[config.mk]
export PLATFORM = sky130hd
export DESIGN_NAME = display_scan_arbiter
export DESIGN_NICKNAME = d
export VERILOG_FILES = /design/src/rtl/display_pkg.sv /design/src/rtl/display_scan_timer.sv /design/src/rtl/display_scan_arbiter.sv
export SDC_FILE = /design/constraint.sdc
export NUM_CORES = 1
export LEC_CHECK = 0
export BUFFER_PORTS_ARGS = -buffer_cell sky130_fd_sc_hd__buf_2
export CAP_MARGIN = 20
export CORE_ASPECT_RATIO = 0.7
export CORE_MARGIN = 3
export CORE_UTILIZATION = 48
export DETAILED_ROUTE_END_ITERATION = 10
export GPL_TIMING_DRIVEN = 0
export PLACE_DENSITY = 0.76
export SKIP_LAST_GASP = 1
export SYNTH_ARGS = -nofsm -noshare
export SYNTH_HDL_FRONTEND = slang
export SYNTH_SLANG_ARGS = --single-unit
export TNS_END_PERCENT = 20
[constraint.sdc]
create_clock -name clk -period 4.5 [get_ports clk]
set_clock_uncertainty 0.15 [all_clocks]
set_input_delay 0 -clock clk [delete_from_list [all_inputs] [get_ports clk]]
set_output_delay 0 -clock clk [all_outputs]
set_load 0.05 [all_outputs]
[src/rtl/display_pkg.sv]
// display_pkg
//   Shared definitions for the 4-digit 7-segment scan/arbiter slice:
//   owner state encoding, blank/off constants, digit count and the
//   BCD-to-7-segment decoder (active-low, gfedcba).
package display_pkg;

   typedef enum logic [1:0] {
      IDLE = 2'b00,
      OWN0 = 2'b01,
      OWN1 = 2'b10
   } owner_t;

   localparam logic [6:0]  SEG_BLANK  = 7'h7F;
   localparam logic [3:0]  AN_OFF     = 4'hF;
   localparam int unsigned NUM_DIGITS = 4;

   // Active-low segment pattern for one BCD digit; non-BCD codes blank.
   function automatic logic [6:0] bcd_to_seg(input logic [3:0] bcd);
      logic [6:0] s;
      case (bcd)
         4'd0:    s = 7'h40;
         4'd1:    s = 7'h79;
         4'd2:    s = 7'h24;
         4'd3:    s = 7'h30;
         4'd4:    s = 7'h19;
         4'd5:    s = 7'h12;
         4'd6:    s = 7'h02;
         4'd7:    s = 7'h78;
         4'd8:    s = 7'h00;
         4'd9:    s = 7'h10;
         default: s = SEG_BLANK;
      endcase
      return s;
   endfunction

endpackage

[src/rtl/display_scan_timer.sv]
// display_scan_timer
//   Free-running digit scan timebase: slot counter 0..SCAN_DIV-1 and digit
//   index 0..3. Outputs are combinational views used by the owner logic:
//     digit_nxt - digit index that will be current after the next edge
//     blank_nxt - slot after the next edge lies in the anode-off interval
//     boundary  - current cycle is the last cycle of the digit-3 slot
//   Ports: clk, rst (async, active-low), digit_nxt[1:0], blank_nxt, boundary.
module display_scan_timer
   import display_pkg::*;
#(
   parameter int unsigned SCAN_DIV     = 50_000,
   parameter int unsigned BLANK_CYCLES = 1_000
) (
   input  logic       clk,
   input  logic       rst,
   output logic [1:0] digit_nxt,
   output logic       blank_nxt,
   output logic       boundary
);

   localparam int unsigned SW = (SCAN_DIV > 1) ? $clog2(SCAN_DIV) : 1;

   logic [SW-1:0] slot;
   logic [SW-1:0] slot_nxt;
   logic [1:0]    digit;
   logic          slot_end;

   always_comb begin
      slot_end  = (slot == SW'(SCAN_DIV - 1));
      slot_nxt  = slot_end ? '0 : slot + 1'b1;
      digit_nxt = slot_end ? digit + 2'd1 : digit;
      boundary  = slot_end && (digit == 2'(NUM_DIGITS - 1));
      blank_nxt = (slot_nxt < SW'(BLANK_CYCLES));
   end

   always_ff @(posedge clk or negedge rst) begin
      if (!rst) begin
         slot  <= '0;
         digit <= '0;
      end else begin
         slot  <= slot_nxt;
         digit <= digit_nxt;
      end
   end

endmodule

[src/rtl/display_scan_arbiter.sv]
// display_scan_arbiter
//   Grants the 4-digit display to one of two BCD producers, latches the
//   owner's digits at frame boundaries and drives a blanked digit scan.
//   Ports:
//     clk, rst (async, active-low)
//     req[1:0]       level requests
//     digits0/1[15:0] BCD digits, [15:12] leftmost
//     gnt[1:0]       one-hot-or-zero owner
//     frame_start    pulse on first cycle of each frame
//     an[3:0]        anode enables, active-low
//     seg[6:0]       segments, active-low (gfedcba)
module display_scan_arbiter
   import display_pkg::*;
#(
   parameter int unsigned SCAN_DIV        = 50_000,
   parameter int unsigned BLANK_CYCLES    = 1_000,
   parameter int unsigned MIN_HOLD_FRAMES = 64
) (
   input  logic        clk,
   input  logic        rst,
   input  logic [1:0]  req,
   input  logic [15:0] digits0,
   input  logic [15:0] digits1,
   output logic [1:0]  gnt,
   output logic        frame_start,
   output logic [3:0]  an,
   output logic [6:0]  seg
);

   owner_t      state;
   owner_t      state_nxt;
   logic [7:0]  hold_cnt;
   logic [15:0] shadow;
   logic [15:0] shadow_nxt;
   logic [3:0]  nib_nxt;
   logic        hold_done;
   logic [1:0]  digit_nxt;
   logic        blank_nxt;
   logic        boundary;

   display_scan_timer #(
      .SCAN_DIV     (SCAN_DIV),
      .BLANK_CYCLES (BLANK_CYCLES)
   ) u_timer (
      .clk       (clk),
      .rst       (rst),
      .digit_nxt (digit_nxt),
      .blank_nxt (blank_nxt),
      .boundary  (boundary)
   );

   // an/seg are registered from next-cycle values so they line up with
   // gnt and the scan counters instead of lagging them by one cycle.
   always_comb begin
      hold_done = (hold_cnt >= 8'(MIN_HOLD_FRAMES));
      state_nxt = state;
      if (boundary) begin
         case (state)
            IDLE: begin
               if (req[0])      state_nxt = OWN0;
               else if (req[1]) state_nxt = OWN1;
            end
            OWN0: begin
               if (!req[0])                  state_nxt = req[1] ? OWN1 : IDLE;
               else if (req[1] && hold_done) state_nxt = OWN1;
            end
            OWN1: begin
               if (!req[1])                  state_nxt = req[0] ? OWN0 : IDLE;
               else if (req[0] && hold_done) state_nxt = OWN0;
            end
            default: state_nxt = IDLE;
         endcase
      end

      shadow_nxt = shadow;
      if (boundary) begin
         if (state_nxt == OWN0)      shadow_nxt = digits0;
         else if (state_nxt == OWN1) shadow_nxt = digits1;
      end

      nib_nxt = shadow_nxt[{digit_nxt, 2'b00} +: 4];
   end

   always_ff @(posedge clk or negedge rst) begin
      if (!rst) begin
         state       <= IDLE;
         gnt         <= '0;
         hold_cnt    <= '0;
         shadow      <= '0;
         frame_start <= 1'b0;
         an          <= AN_OFF;
         seg         <= SEG_BLANK;
      end else begin
         state       <= state_nxt;
         gnt         <= state_nxt;
         shadow      <= shadow_nxt;
         frame_start <= boundary;

         if (boundary) begin
            if (state_nxt != state)
               hold_cnt <= '0;
            else if (state != IDLE && hold_cnt != '1)
               hold_cnt <= hold_cnt + 8'd1;
         end

         if (state_nxt == IDLE || blank_nxt) begin
            an  <= AN_OFF;
            seg <= SEG_BLANK;
         end else begin
            an  <= ~(4'b0001 << digit_nxt);
            seg <= bcd_to_seg(nib_nxt);
         end
      end
   end

endmodule

# --- Word level (Yosys, flattened, before mapping) ---
# Memory sizes are Yosys's and may differ from the RTL's.
# Index checks and enable logic that the tools add are counted.
# W data, S select, Z words.
totals:
  register_bits: 56
  mem_bits_rw: 0
  mem_bits_ro: 112
  in_bits: 36
  memories: 1
  latchBits: 0
  output_inout_bits: 14
classes:
  shifts: 2
  eq_ne: 8
  add_sub_neg: 3
  n_div: 0
  bitwise: 1
  magnitude_cmp: 2
  mux: 19
  mul: 0
  reduce_logical: 10
memory_table:
  columns: ["name", "depth", "width", "rd", "rd_clocked_by_memory_dff", "write_ports", "line_no", "rtl"]
  rows:
  - ["(name not given)", 16, 7, 1, 0, 0, "display_pkg.sv:20", "case (bcd)"]
ops:
  columns: ["op", "n"]
  rows:
  - ["$mux W16", 4]
  - ["$mux W2", 9]
  - ["$add A16 B1 Y16 const B", 1]
  - ["$eq A16 B16 Y1 const B", 1]
  - ["$lt A16 B10 Y1 const B", 1]
  - ["$mux W8", 2]
  - ["$shiftx A16 B5 Y4", 1]
  - ["$add A8 B1 Y8 const B", 1]
  - ["$ge A8 B7 Y1 const B", 1]
  - ["$ne A8 B8 Y1 const B", 1]
  - ["$mux W7", 1]
  - ["$eq A2 B2 Y1 const B", 3]
  - ["$pmux W2 S3", 1]
  - ["$eq A2 B1 Y1 const B", 2]
  - ["$logic_and A1 B1 Y1", 4]
  - ["$logic_not A2 Y1", 2]
  - ["$mux W4", 1]
  - ["$not A4 Y4", 1]
  - ["$reduce_bool A2 Y1", 2]
  - ["$shl A1 B2 Y4 const A", 1]
  - ["$add A2 B1 Y2 const B", 1]
  - ["$ne A2 B2 Y1", 1]
  - ["$reduce_and A2 Y1", 1]
  - ["$logic_or A1 B1 Y1", 1]
  - ["$mux W1", 1]

# --- Logic depth before layout (Yosys ltp) ---
# Gate-level depths: netlist of run 1.
# An unclocked memory read counts as a cell.
depth:
  ltp_word: 13
  ltp_mapped: 15
  depth_no_buf: 13

# --- By module ---
# Synthesis of run 1 repeated with hierarchy kept, for this count alone.
unflattened:
  cells_unflattened: 301
  area_unflattened_um2: 3139.3
by_module_without_submodules:
  columns: ["module", "n_inst", "area_each_um2", "seq_area_each_um2", "cells_per_inst"]
  rows:
  - ["display_scan_arbiter", 1, 2164.6, 964.7, 208]
  - ["display_scan_timer", 1, 974.7, 450.4, 93]

# --- Least setup slack after synthesis of run 1 ---
# Ideal clock, no wire load.
synth_timing:
  path_kind: "register -> register"
  from: "register state[1]"
  to: "register seg[3]"
  path_stages_with_launch: 14
  n_path_buf: 2
  arrival_ns: 3.004
  synth_period_minus_slack_ns: 3.235
  setup_slack_ns: 1.265
  setup_time_ns: 0.081
  path_cell_list: "dfrtp_1 > buf_6 > or4b_1 > o2111a_1 > and2_4 > buf_6 > a221o_2 > a22oi_1 > nand2_4 > inv_1 > ha_1 > inv_1 > mux2i_1 > o211ai_1"
synth_via:
  elab_chain_len: 11
synth_lines:
  columns: ["item", "line_no", "rtl"]
  rows:
  - ["from (decl)", "display_scan_arbiter.sv:30", "owner_t state;"]
  - ["from (signal assigned)", "display_scan_arbiter.sv:94", "state <= state_nxt;"]
  - ["$mux W2 (on tied branches)", "display_scan_arbiter.sv:69, display_scan_arbiter.sv:61, display_scan_arbiter.sv:65", null]
  - ["$mux W2 (on tied branches)", "display_scan_arbiter.sv:68, display_scan_arbiter.sv:60, display_scan_arbiter.sv:64", null]
  - ["$pmux W2 S3", "display_scan_arbiter.sv:58", "case (state)"]
  - ["$mux W2 *", "display_scan_arbiter.sv:57", "if (boundary) begin"]
  - ["$eq A2 B2 Y1", "display_scan_arbiter.sv:78", "else if (state_nxt == OWN1) shadow_nxt = digits1;"]
  - ["$mux W16", "display_scan_arbiter.sv:78", null]
  - ["$mux W16 *", "display_scan_arbiter.sv:77", "if (state_nxt == OWN0) shadow_nxt = digits0;"]
  - ["$mux W16 *", "display_scan_arbiter.sv:76", "if (boundary) begin"]
  - ["via shadow_nxt[1]", "display_scan_arbiter.sv:34", "logic [15:0] shadow_nxt;"]
  - ["$shiftx A16 B5 Y4 *", "display_scan_arbiter.sv:81", "nib_nxt = shadow_nxt[{digit_nxt, 2'b00} +: 4];"]
  - ["$mem_v2 Z16 W7 *", null, null]
  - ["$mux W7 *", "display_scan_arbiter.sv:106", "if (state_nxt == IDLE || blank_nxt) begin"]
  - ["to (signal assigned)", "display_scan_arbiter.sv:111", "seg <= bcd_to_seg(nib_nxt);"]
  - ["to (decl)", "display_scan_arbiter.sv:27", "output logic [6:0] seg"]
# Mark *: on every way through the listed nets, which the timed path passes. The rest lies on a longest branch.
# A chain may end at the register's enable or synchronous reset.

# --- Worst setup path after layout of run 1 ---
layout_timing:
  from: "register u_timer.slot[10]"
  to: "register seg[5]"
layout_lines:
  columns: ["item", "line_no", "rtl"]
  rows:
  - ["from (decl)", "display_scan_timer.sv:23", "logic [SW-1:0] slot;"]
  - ["from (signal assigned)", "display_scan_timer.sv:41", "slot <= slot_nxt;"]
  - ["$eq A16 B16 Y1", "display_scan_timer.sv:29", "slot_end = (slot == SW'(SCAN_DIV - 1));"]
  - ["$mux W2", "display_scan_timer.sv:31", "digit_nxt = slot_end ? digit + 2'd1 : digit;"]
  - ["via digit_nxt[1]", "display_scan_arbiter.sv:37", "logic [1:0] digit_nxt;"]
  - ["$shiftx A16 B5 Y4", "display_scan_arbiter.sv:81", null]
  - ["$mem_v2 Z16 W7", null, null]
  - ["$mux W7", "display_scan_arbiter.sv:106", null]
# The timed path passes the listed nets, and every way through them passes these cells.

==> impl_metrics.toml, run 1 <==
[critical_path]
end_kind = "flip-flop"
required_ns = 4.57
crit_buf_inv = 3
worstPathCellList = "nor4b_2, and4_1, buf_2, mux2i_1, inv_1, nor2_1, a22oi_1, nand2_4, inv_1, ha_1, and2_1, o311ai_1"
crit_path_start = "u_timer.slot[10]"
cpPeakStageDelay_ns = 0.47
crit_arrival_ns = 3.64
critical_path.reg2reg.startpoint = "u_timer.slot[10]"
critical_path.slowest_cell = "mux2i_1"
worstSetupStartpointType = "flip-flop"
cp_common_cell = "inv_1"
crit_fanout = 10
crit_type = "flip-flop to flip-flop"
cpLargestDelayFamily = "simple AND/OR/NAND/NOR gates"

[place]
dpl_worst_slack_ns = 0.980
postPlaceCellArea_um2 = 3420
dp_hpwl_um = 4990
place_inst = 412
place_congestion = 0.844
portBuffers = 48

[power_and_ir_drop]
switching_share_pct = 23.7
cellPowerDensity_nw_per_um2 = 217
internal-power_uw = 643
switchingPower_uw = 200
p_leak_nw = 1.84
finalPower_uw = 843
p_seq_share_pct = 60.3
power_frac_clock_pct = 33.9
p_comb_share_pct = 5.7
ir_drop_v = 0.000124

[sta]
period_needed_ns = 3.57
drv_slew = 0
timing.final.crit_share_pct = 79.3
fmax_ghz = 0.280
setup_tns_ns = 0
worst_slew_pin_slew_ns = 0.915
hold_viol_final = 0
holdWs_ns = 0.139
finalSetupViolations = 0
rsz0062_at_grt = "no"
finalWorstSetupSlack_ns = 0.931
relSlewSlack_pct = 38.6

[grt]
grt_pass1_vias = 2549
grt_use_total_pct = 21.0
grt_max_degree = 39
overflow = 0
grt_pass1_wl_um = 12200
antenna_found_initial = 0

[clock_network]
cts_setup_buffers = 0
cts_root_buffer = "clkbuf_8"
cts_tree = "done"
htree_levels = 2
ctsHoldBuffers = 37
clkTransAtPathRegs_ns = 0.11
cts_num_sinks = 56
cts_resized = 0
clk_path_buf_depth = 2
cts_buffers = 5
clkLatencyLatePin_ns = 0.31

[yosys]
synthCells = 288
syn-cell-area_um2 = 3070
synth_cell_types = 61
synth_area_leaders = "dfrtp_1, dfstp_2, nor2_1"
synth_top_area_share_pct = 36.7
synth-seq-area-share_pct = 46.1
yosys.area.top_type = "dfrtp_1"
synth_top_flop_cell = "dfrtp_1"
postSynthAreaPerCell_um2 = 10.7
synth_seq_cells = 56
synth_edf_count = 0
ys_warn_count = 0
synth_fp_nets = 332
ys_async_sr_fraction_pct = 100

[detailed_routing]
drtPass1Iterations = 4
vias = 2608
drtIter0Drc = 126
wire_per_inst_um = 16.0
ant_nets = 0
drc_errors = 0
routed_wl_um = 7300
viasPerCell = 5.71

[die]
ios = 50
rows = 23
die_y_um = 72.9
start_util_pct = 51.5
core_area_um2 = 5960
chipWidth_um = 102
die_area_um2 = 7400

[cells_and_area]
post-route-cell-area_um2 = 3880
drive_above_1_share_pct = 27.7
final_core_utilization_pct = 65.2
synthToLayoutAreaGrowth_pct = 26.5
antenna_cells = 0
final_nets = 425
fin_cells = 457

[job]
max_cap_violations = 0

[hold_path]
hold_class = "primary input to flip-flop"
hold_start = "req[1]"

[status]
status = "finished clean"
flip-flops by register name, summed over array words and instances (netlist names):
register       count
hold_cnt           8
shadow            16
state              2
frame_start        1
u_timer.slot      16
an                 4
seg                7
u_timer.digit      2
power by group through the flow:
stage	logic, mW	clock network [mW]	registers (mW)
floorplan	0.00588	0	0.517
global placement	0.0318	0	0.518
detailed placement	0.0346	0	0.518
CTS	0.0480	0.289	0.509
global route	0.0536	0.307	0.509
finish	0.0484	0.286	0.509
worst register-to-register path, cell delays in order, from the launching register on:
cell and delay, ns:
dfrtp_1 0.46, nor4b_2 0.41, and4_1 0.29, buf_2 0.25
mux2i_1 0.47, inv_1 0.16, nor2_1 0.25, a22oi_1 0.16
nand2_4 0.15, inv_1 0.10, ha_1 0.22, and2_1 0.14
o311ai_1 0.28
metal layers:
layer / routed length, um / track usage (%)
met5: 0 / 0
met4: 42 / 3.39
met3: 320 / 5.44
met2: 3270 / 32.8
met1: 3660 / 30.0
synthesized netlist by cell type (all sizes together), types with 3 or more instances:
master  instances
ha              8
nand3          11
a31oi           4
clkbuf          3
o211ai          5
buf            10
nor2           28
o21ai          12
a21o            6
xnor2          11
nor4b           3
a21boi         10
and2            6
dfrtp          45
or3             3
nand4           5
dfstp          11
xor2           10
mux2i           7
nand2          19
a22oi           5
and3            5
o221a           6
inv             8
or2             3
nor3            5
a221o          10
layout make-up:
class                   instances  area, um^2
fillers                       462        2070
multi-input cells             211        1540
repair buffers                 86         631
clock inverters                 3        21.3
inverters                       8        30.0
plain buffers                  13        80.1
well taps                      75        93.8
clock buffers                   5        68.8
flip-flops and latches         56        1420
kinds of logic after synthesis:
kind of cell | count (synthesis) | synth area share, %
buffers and inverters | 21 | 3.59
multiplexers | 7 | 2.28
adder cells (fa/ha/maj) | 8 | 3.26
AND/OR/NAND/NOR | 100 | 18.6
flip-flops | 56 | 46.1
XOR/XNOR | 21 | 5.99
AO/OA/AOI/OAI | 75 | 20.1
final timing paths:
check                                  end  slack, ns  depth (start not counted)
min in group asynchronous  u_timer.slot[6]       0.53                          3
max in group asynchronous  u_timer.slot[8]       2.85                          4
max                                 seg[5]       0.93                         12
min reg2reg                u_timer.slot[0]       0.34                          1
max reg2reg                         seg[5]       0.93                         12
min                               state[0]       0.14                          3
cell usage in the layout (no fill, tap or decap), types with 7 or more instances in the layout:
cell           Yosys  routed
a21boi_0          10      10
buf_2              7      55
dfrtp_1           45      45
dfstp_2           11      11
dlygate4sd3_1      0      37
ha_1               8       8
mux2i_1            7       7
nand2_1           18      18
nand3_1           11      11
nor2_1            28      28
o21ai_0           11      11
xnor2_1           11      11
xor2_1            10      10
Note: power is estimated with default switching activity, not from simulation.
==> inputs of run 2 (changes only) <==
--- a/config.mk
+++ b/config.mk
@@ -5,6 +5,7 @@
 export SDC_FILE = /design/constraint.sdc
 export NUM_CORES = 1
 export LEC_CHECK = 0
+export ABC_AREA = 1
 export BUFFER_PORTS_ARGS = -buffer_cell sky130_fd_sc_hd__buf_2
 export CAP_MARGIN = 20
 export CORE_ASPECT_RATIO = 0.7
@@ -12,7 +13,7 @@
 export CORE_UTILIZATION = 48
 export DETAILED_ROUTE_END_ITERATION = 10
 export GPL_TIMING_DRIVEN = 0
-export PLACE_DENSITY = 0.76
+export PLACE_DENSITY = 0.75
 export SKIP_LAST_GASP = 1
 export SYNTH_ARGS = -nofsm -noshare
 export SYNTH_HDL_FRONTEND = slang
==> constraint.sdc (replaced) <==
create_clock -name clk -period 3.7 [get_ports clk]
set_clock_uncertainty 0.15 [all_clocks]
set_input_delay 0 -clock clk [delete_from_list [all_inputs] [get_ports clk]]
set_output_delay 0 -clock clk [all_outputs]
set_load 0.05 [all_outputs]
==> run 2 against run 1 <==
Effect of this change:
- critical path depth rose by 9
- combinational power rose by 11%
- flip-flop and latch count did not move
- wire length rose by 11%
- synthesized area rose by 16%
- worst setup slack got worse by 0.66 ns
- maximum frequency rose by 4.1%
- register-to-register slack got worse by 0.66 ns
- global-route usage fell by 0.20 points
- critical path type unchanged
==> impl_metrics.toml, run 2 <==
[grt]
grt_max_degree = 38
overflow = 0
grt_pass1_wl_um = 14100
grt_use_total_pct = 20.8
grt_pass1_vias = 3085
antenna_found_initial = 0

[sta]
relSlewSlack_pct = 65.1
hold_viol_final = 0
timing.final.crit_share_pct = 92.6
worst_slew_pin_slew_ns = 0.519
setup_tns_ns = 0
drv_slew = 0
finalSetupViolations = 0
finalWorstSetupSlack_ns = 0.273
fmax_ghz = 0.292
period_needed_ns = 3.43
rsz0062_at_grt = "no"

[critical_path]
cp_common_cell = "nand2_1"
required_ns = 3.80
critical_path.reg2reg.startpoint = "u_timer.slot[0]"
cpLargestDelayFamily = "simple AND/OR/NAND/NOR gates"
end_kind = "flip-flop"
crit_path_start = "u_timer.slot[0]"
critical_path.slowest_cell = "dlygate4sd3_1"
crit_arrival_ns = 3.52
worstSetupStartpointType = "flip-flop"
cpPeakStageDelay_ns = 0.54
crit_fanout = 10
crit_buf_inv = 4
worstPathCellList = "ha_2, nand2_1, nor2_4, nand3_2, nor2_4, nand3_1, nand2_2, buf_6, nand3_1, nand2_1, dlygate4sd3_1, nand2_1, nand3_1, nand2_1, nor2_4, inv_1, ha_1, inv_1, nand2_1, nand3_1, nand2_1"
crit_type = "flip-flop to flip-flop"

[yosys]
synth-seq-area-share_pct = 39.8
synth_edf_count = 0
postSynthAreaPerCell_um2 = 7.37
synth_seq_cells = 56
ys_warn_count = 0
synth_cell_types = 36
yosys.area.top_type = "dfrtp_1"
synthCells = 483
ys_async_sr_fraction_pct = 100
synth_fp_nets = 527
synth_most_common_cell = "nand2_1"
synth_top_area_share_pct = 31.6
synth_common_cells = "nand2_1, inv_1, dfrtp_1"
syn-cell-area_um2 = 3560
synth_top_flop_cell = "dfrtp_1"
synth_area_leaders = "dfrtp_1, nand2_1, inv_1"

[detailed_routing]
routed_wl_um = 8120
drtPass1Iterations = 5
drc_errors = 0
drtIter0Drc = 147
wire_per_inst_um = 12.2
vias = 3221
viasPerCell = 4.84
ant_nets = 0

[die]
ios = 50
start_util_pct = 51.0
die_area_um2 = 8500
chipWidth_um = 109
core_area_um2 = 6980
die_y_um = 78.1
rows = 25

[clock_network]
clkTransAtPathRegs_ns = 0.10
clkLatencyLatePin_ns = 0.31
cts_root_buffer = "clkbuf_8"
cts_tree = "done"
clk_path_buf_depth = 2
cts_num_sinks = 56
cts_buffers = 5
htree_levels = 2

[hold_path]
hold_class = "primary input to async pin"

[power_and_ir_drop]
p_leak_nw = 2.31
power_frac_clock_pct = 33.7
p_seq_share_pct = 61.0
finalPower_mw = 1.00
cellPowerDensity_nw_per_um2 = 231
p_comb_share_pct = 5.3
ir_drop_v = 0.000162
switchingPower_uw = 227
internal-power_uw = 778
switching_share_pct = 22.6

[place]
dpl_worst_slack_ns = 0.674
place_inst = 627
place_congestion = 0.874
portBuffers = 49
postPlaceCellArea_um2 = 3940
dp_hpwl_um = 5780

[cells_and_area]
antenna_cells = 0
final_nets = 614
reg.largest.list = "shadow: 16 flops, u_timer.slot: 16 flops, hold_cnt: 8 flops"
post-route-cell-area_um2 = 4350
drive_above_1_share_pct = 21.7
synthToLayoutAreaGrowth_pct = 22.2
fin_cells = 665
layout_commonest_cell = "nand2_1"
final_cell_mix = "nand2_1, inv_1, buf_2"

[job]
max_cap_violations = 0

[status]
status = "finished clean"
[run 2: power groups by stage]
stage / clock network (mW) / registers, mW / logic (mW)
CTS: 0.348 / 0.612 / 0.0536
floorplan: 0 / 0.624 / 0.00623
finish: 0.339 / 0.612 / 0.0536
detailed placement: 0 / 0.624 / 0.0406
global route: 0.372 / 0.612 / 0.0608
global placement: 0 / 0.624 / 0.0369
[run 2: path summary, 6_finish.rpt]
kind | endpoint | slack [ns] | depth (start not counted)
min | u_timer.slot[5] | 0.004 | 2
min reg2reg | u_timer.slot[0] | 0.32 | 1
max reg2reg | seg[5] | 0.27 | 21
max in group asynchronous | shadow[9] | 2.84 | 3
max | seg[5] | 0.27 | 21
min in group clk | shadow[14] | 0.01 | 7
[run 2: repair_timing]
action | CTS | global route
buffers inserted | 0 | 0
endpoints found under the hold margin | 71 | 0
gates resized for setup | 0 | 7
endpoints found under the setup margin | 0 | 7
hold buffers | 30 | 0
[run 2: logic make-up (layout without fill, tap and decap cells)]
logic type                 after synthesis  in the layout  share of synthesized area, %
AOI/OAI and AO/OA                       27             27                          4.78
xor gates and xnor gates                13             13                          3.41
adders and majority gates                8              8                          2.81
buffers and inverters                  105            193                          12.2
DFF                                     56             56                          39.8
and+or+nand+nor                        274            274                          37.1
[run 2: layer usage]
layer,global-route usage (%),vias up,part of all wire (%)
li1,-,1653,-
met1,30.1,1461,48
met2,32.0,89,44
met3,4.11,18,5.6
met4,4.92,0,1.8
met5,0,-,0
[run 2: final cells by class]
cell class | instances | area [um^2]
sequential | 56 | 1420
fill | 609 | 2630
inverter | 95 | 357
buffer | 10 | 78.8
clock inverter | 1 | 8.76
tap | 94 | 118
timing repair buffer | 80 | 566
clock buffer | 7 | 76.3
multi-input combinational | 322 | 1730
[run 2: per-stage QoR]
step | utilization (%) | hold WS (ns)
6_report | 62.4 | 0.00431
5_1_grt | 62.4 | 0.0446
4_1_cts | 62.0 | 0.000302
3_5_place_dp | 56.5 | -0.174
3_3_place_gp | 56.2 | 0.174
2_1_floorplan | - | -0.446
==> inputs of run 3 (changes only) <==
--- a/config.mk
+++ b/config.mk
@@ -13,6 +13,7 @@
 export CORE_UTILIZATION = 48
 export DETAILED_ROUTE_END_ITERATION = 10
 export GPL_TIMING_DRIVEN = 0
+export MAX_ROUTING_LAYER = met4
 export PLACE_DENSITY = 0.75
 export SKIP_LAST_GASP = 1
 export SYNTH_ARGS = -nofsm -noshare
==> run 3 against run 2 <==
Effect of this change:
- wire length grew 3.6%
- first-iteration DRC count grew 86%
- sequential power is essentially flat
- largest cell class unchanged
==> impl_metrics.toml, run 3 (synthesized netlist as in run 2, its figures left out) <==
[status]
status = "finished clean"

[cells_and_area]
final_core_utilization_pct = 62.8
final_cell_mix = "nand2_1, inv_1, buf_2"
fin_cells = 668
reg.largest.list = "shadow: 16 flops, u_timer.slot: 16 flops, hold_cnt: 8 flops"
synthToLayoutAreaGrowth_pct = 23.1
antenna_cells = 0
final_nets = 617
layout_commonest_cell = "nand2_1"
fill_cells = 591
drive_above_1_share_pct = 22.1

[place]
portBuffers = 49
place_inst = 627
dp_hpwl_um = 5820
place_congestion = 0.908
dpl_worst_slack_ns = 0.675

[detailed_routing]
ant_nets = 0
drtIter0Drc = 274
routed_wl_um = 8410
drtPass1Iterations = 6
vias = 3275
wire_per_inst_um = 12.6
viasPerCell = 4.90
drc_errors = 0

[sta]
drv_slew = 0
period_needed_ns = 3.44
finalWorstSetupSlack_ns = 0.263
timing.final.crit_share_pct = 92.9
setup_tns_ns = 0
fmax_ghz = 0.291
finalSetupViolations = 0
hold_viol_final = 0
relSlewSlack_pct = 63.4
worst_slew_pin_slew_ns = 0.543

[grt]
overflow = 0
grt_pass1_wl_um = 14300
grt_pass1_vias = 3079
antenna_found_initial = 0
grt_use_total_pct = 22.1
grt_max_degree = 38

[die]
start_util_pct = 51.0
rows = 25
die_y_um = 78.1
ios = 50
core_area_um2 = 6980
die_area_um2 = 8500
chipWidth_um = 109

[power_and_ir_drop]
switchingPower_uw = 236
p_seq_share_pct = 60.5
ir_drop_v = 0.000228
cellPowerDensity_nw_per_um2 = 231
p_leak_nw = 2.33
power_frac_clock_pct = 34.0
p_comb_share_pct = 5.4
switching_share_pct = 23.4
internal-power_uw = 775
finalPower_mw = 1.01

[critical_path]
rr_worst_depth = 21
crit_type = "flip-flop to flip-flop"
worstSetupStartpointType = "flip-flop"
r2r_setup_slack_ns = 0.26
rr_endpoint = "seg[5]"
cpPeakStageDelay_ns = 0.57
critical_path.reg2reg.startpoint = "u_timer.slot[0]"
crit_buf_inv = 4
worstPathCellList = "ha_2, nand3_2, nor2_4, nand3_4, nand2_1, o21ai_1, clkbuf_4, nor2_4, nand2_1, nand2_1, dlygate4sd3_1, nand2_1, nand3_1, nand2_1, nor2_4, inv_1, ha_1, inv_1, nand2_1, nand3_1, nand2_1"
cp_common_cell = "nand2_1"
critical_path.slowest_cell = "dlygate4sd3_1"
end_kind = "flip-flop"
crit_fanout = 10
cp.depth = 21
required_ns = 3.80
cpLargestDelayFamily = "simple AND/OR/NAND/NOR gates"
crit_arrival_ns = 3.54

[clock_network]
clkLatencyLatePin_ns = 0.32
cts_tree = "done"
clk_path_buf_depth = 2
htree_levels = 2
clkTransAtPathRegs_ns = 0.10
cts_num_sinks = 56
cts_root_buffer = "clkbuf_8"
cts_buffers = 5

[hold_path]
hold_class = "primary input to async pin"

[job]
max_cap_violations = 0
run 3: cell types whose count changed in the layout (fill, tap and decap cells not counted):
cell and change:
clkbuf_4 +1, dlygate4sd3_1 +2, clkinv_2 +2, clkbuf_1 -2
run 3: repair_timing:
item,in CTS,in global routing
gates resized for setup,0,6
buffers inserted,0,1
endpoints found under the setup margin,0,7
endpoints found under the hold margin,72,0
hold buffers,32,0
run 3: final cells by class:
class,instances,area (um^2),share of cell area [%]
multi-input cells,322,1730,39.5
flip-flops and latches,56,1420,32.3
repair buffers,83,593,13.5
inverters,95,357,8.14
well taps,94,118,2.68
plain buffers,10,78.8,1.80
clock buffers,5,68.8,1.57
clock inverters,3,18.8,0.428
run 3: worst max path at each step:
| stage | from | end |
|---|---|---|
| finish | u_timer.slot[0] | seg[5] |
| global route | u_timer.slot[0] | seg[5] |
| CTS | u_timer.slot[0] | seg[5] |
| detailed placement | u_timer.slot[0] | seg[5] |
| global placement | u_timer.slot[0] | seg[5] |
| floorplan | state[0] | seg[0] |
run 3: stage by stage:
stage          hold WS (ns)  cell area, um^2
3_5_place_dp         -0.175             3940
3_3_place_gp          0.175             3920
2_1_floorplan        -0.446             3560
5_1_grt              0.0433             4380
6_report            0.00132             4380
4_1_cts            0.000579             4350
run 3: routing by layer:
metal  part of all wire [%]  vias up  wire length [um]  GRT usage (%)
met5                      0        -                 0              -
met4                    2.5        0               206           7.44
met3                    6.4       23               534           4.03
met2                     45      113              3770           33.5
met1                     46     1478              3890           29.8
li1                       -     1661                 -              -
run 3: power groups by stage:
stage | Sequential [mW] | Clock, mW | Combinational (mW)
floorplan | 0.624 | 0 | 0.00623
global placement | 0.624 | 0 | 0.0368
detailed placement | 0.624 | 0 | 0.0406
CTS | 0.612 | 0.359 | 0.0543
global route | 0.612 | 0.383 | 0.0624
finish | 0.612 | 0.344 | 0.0548
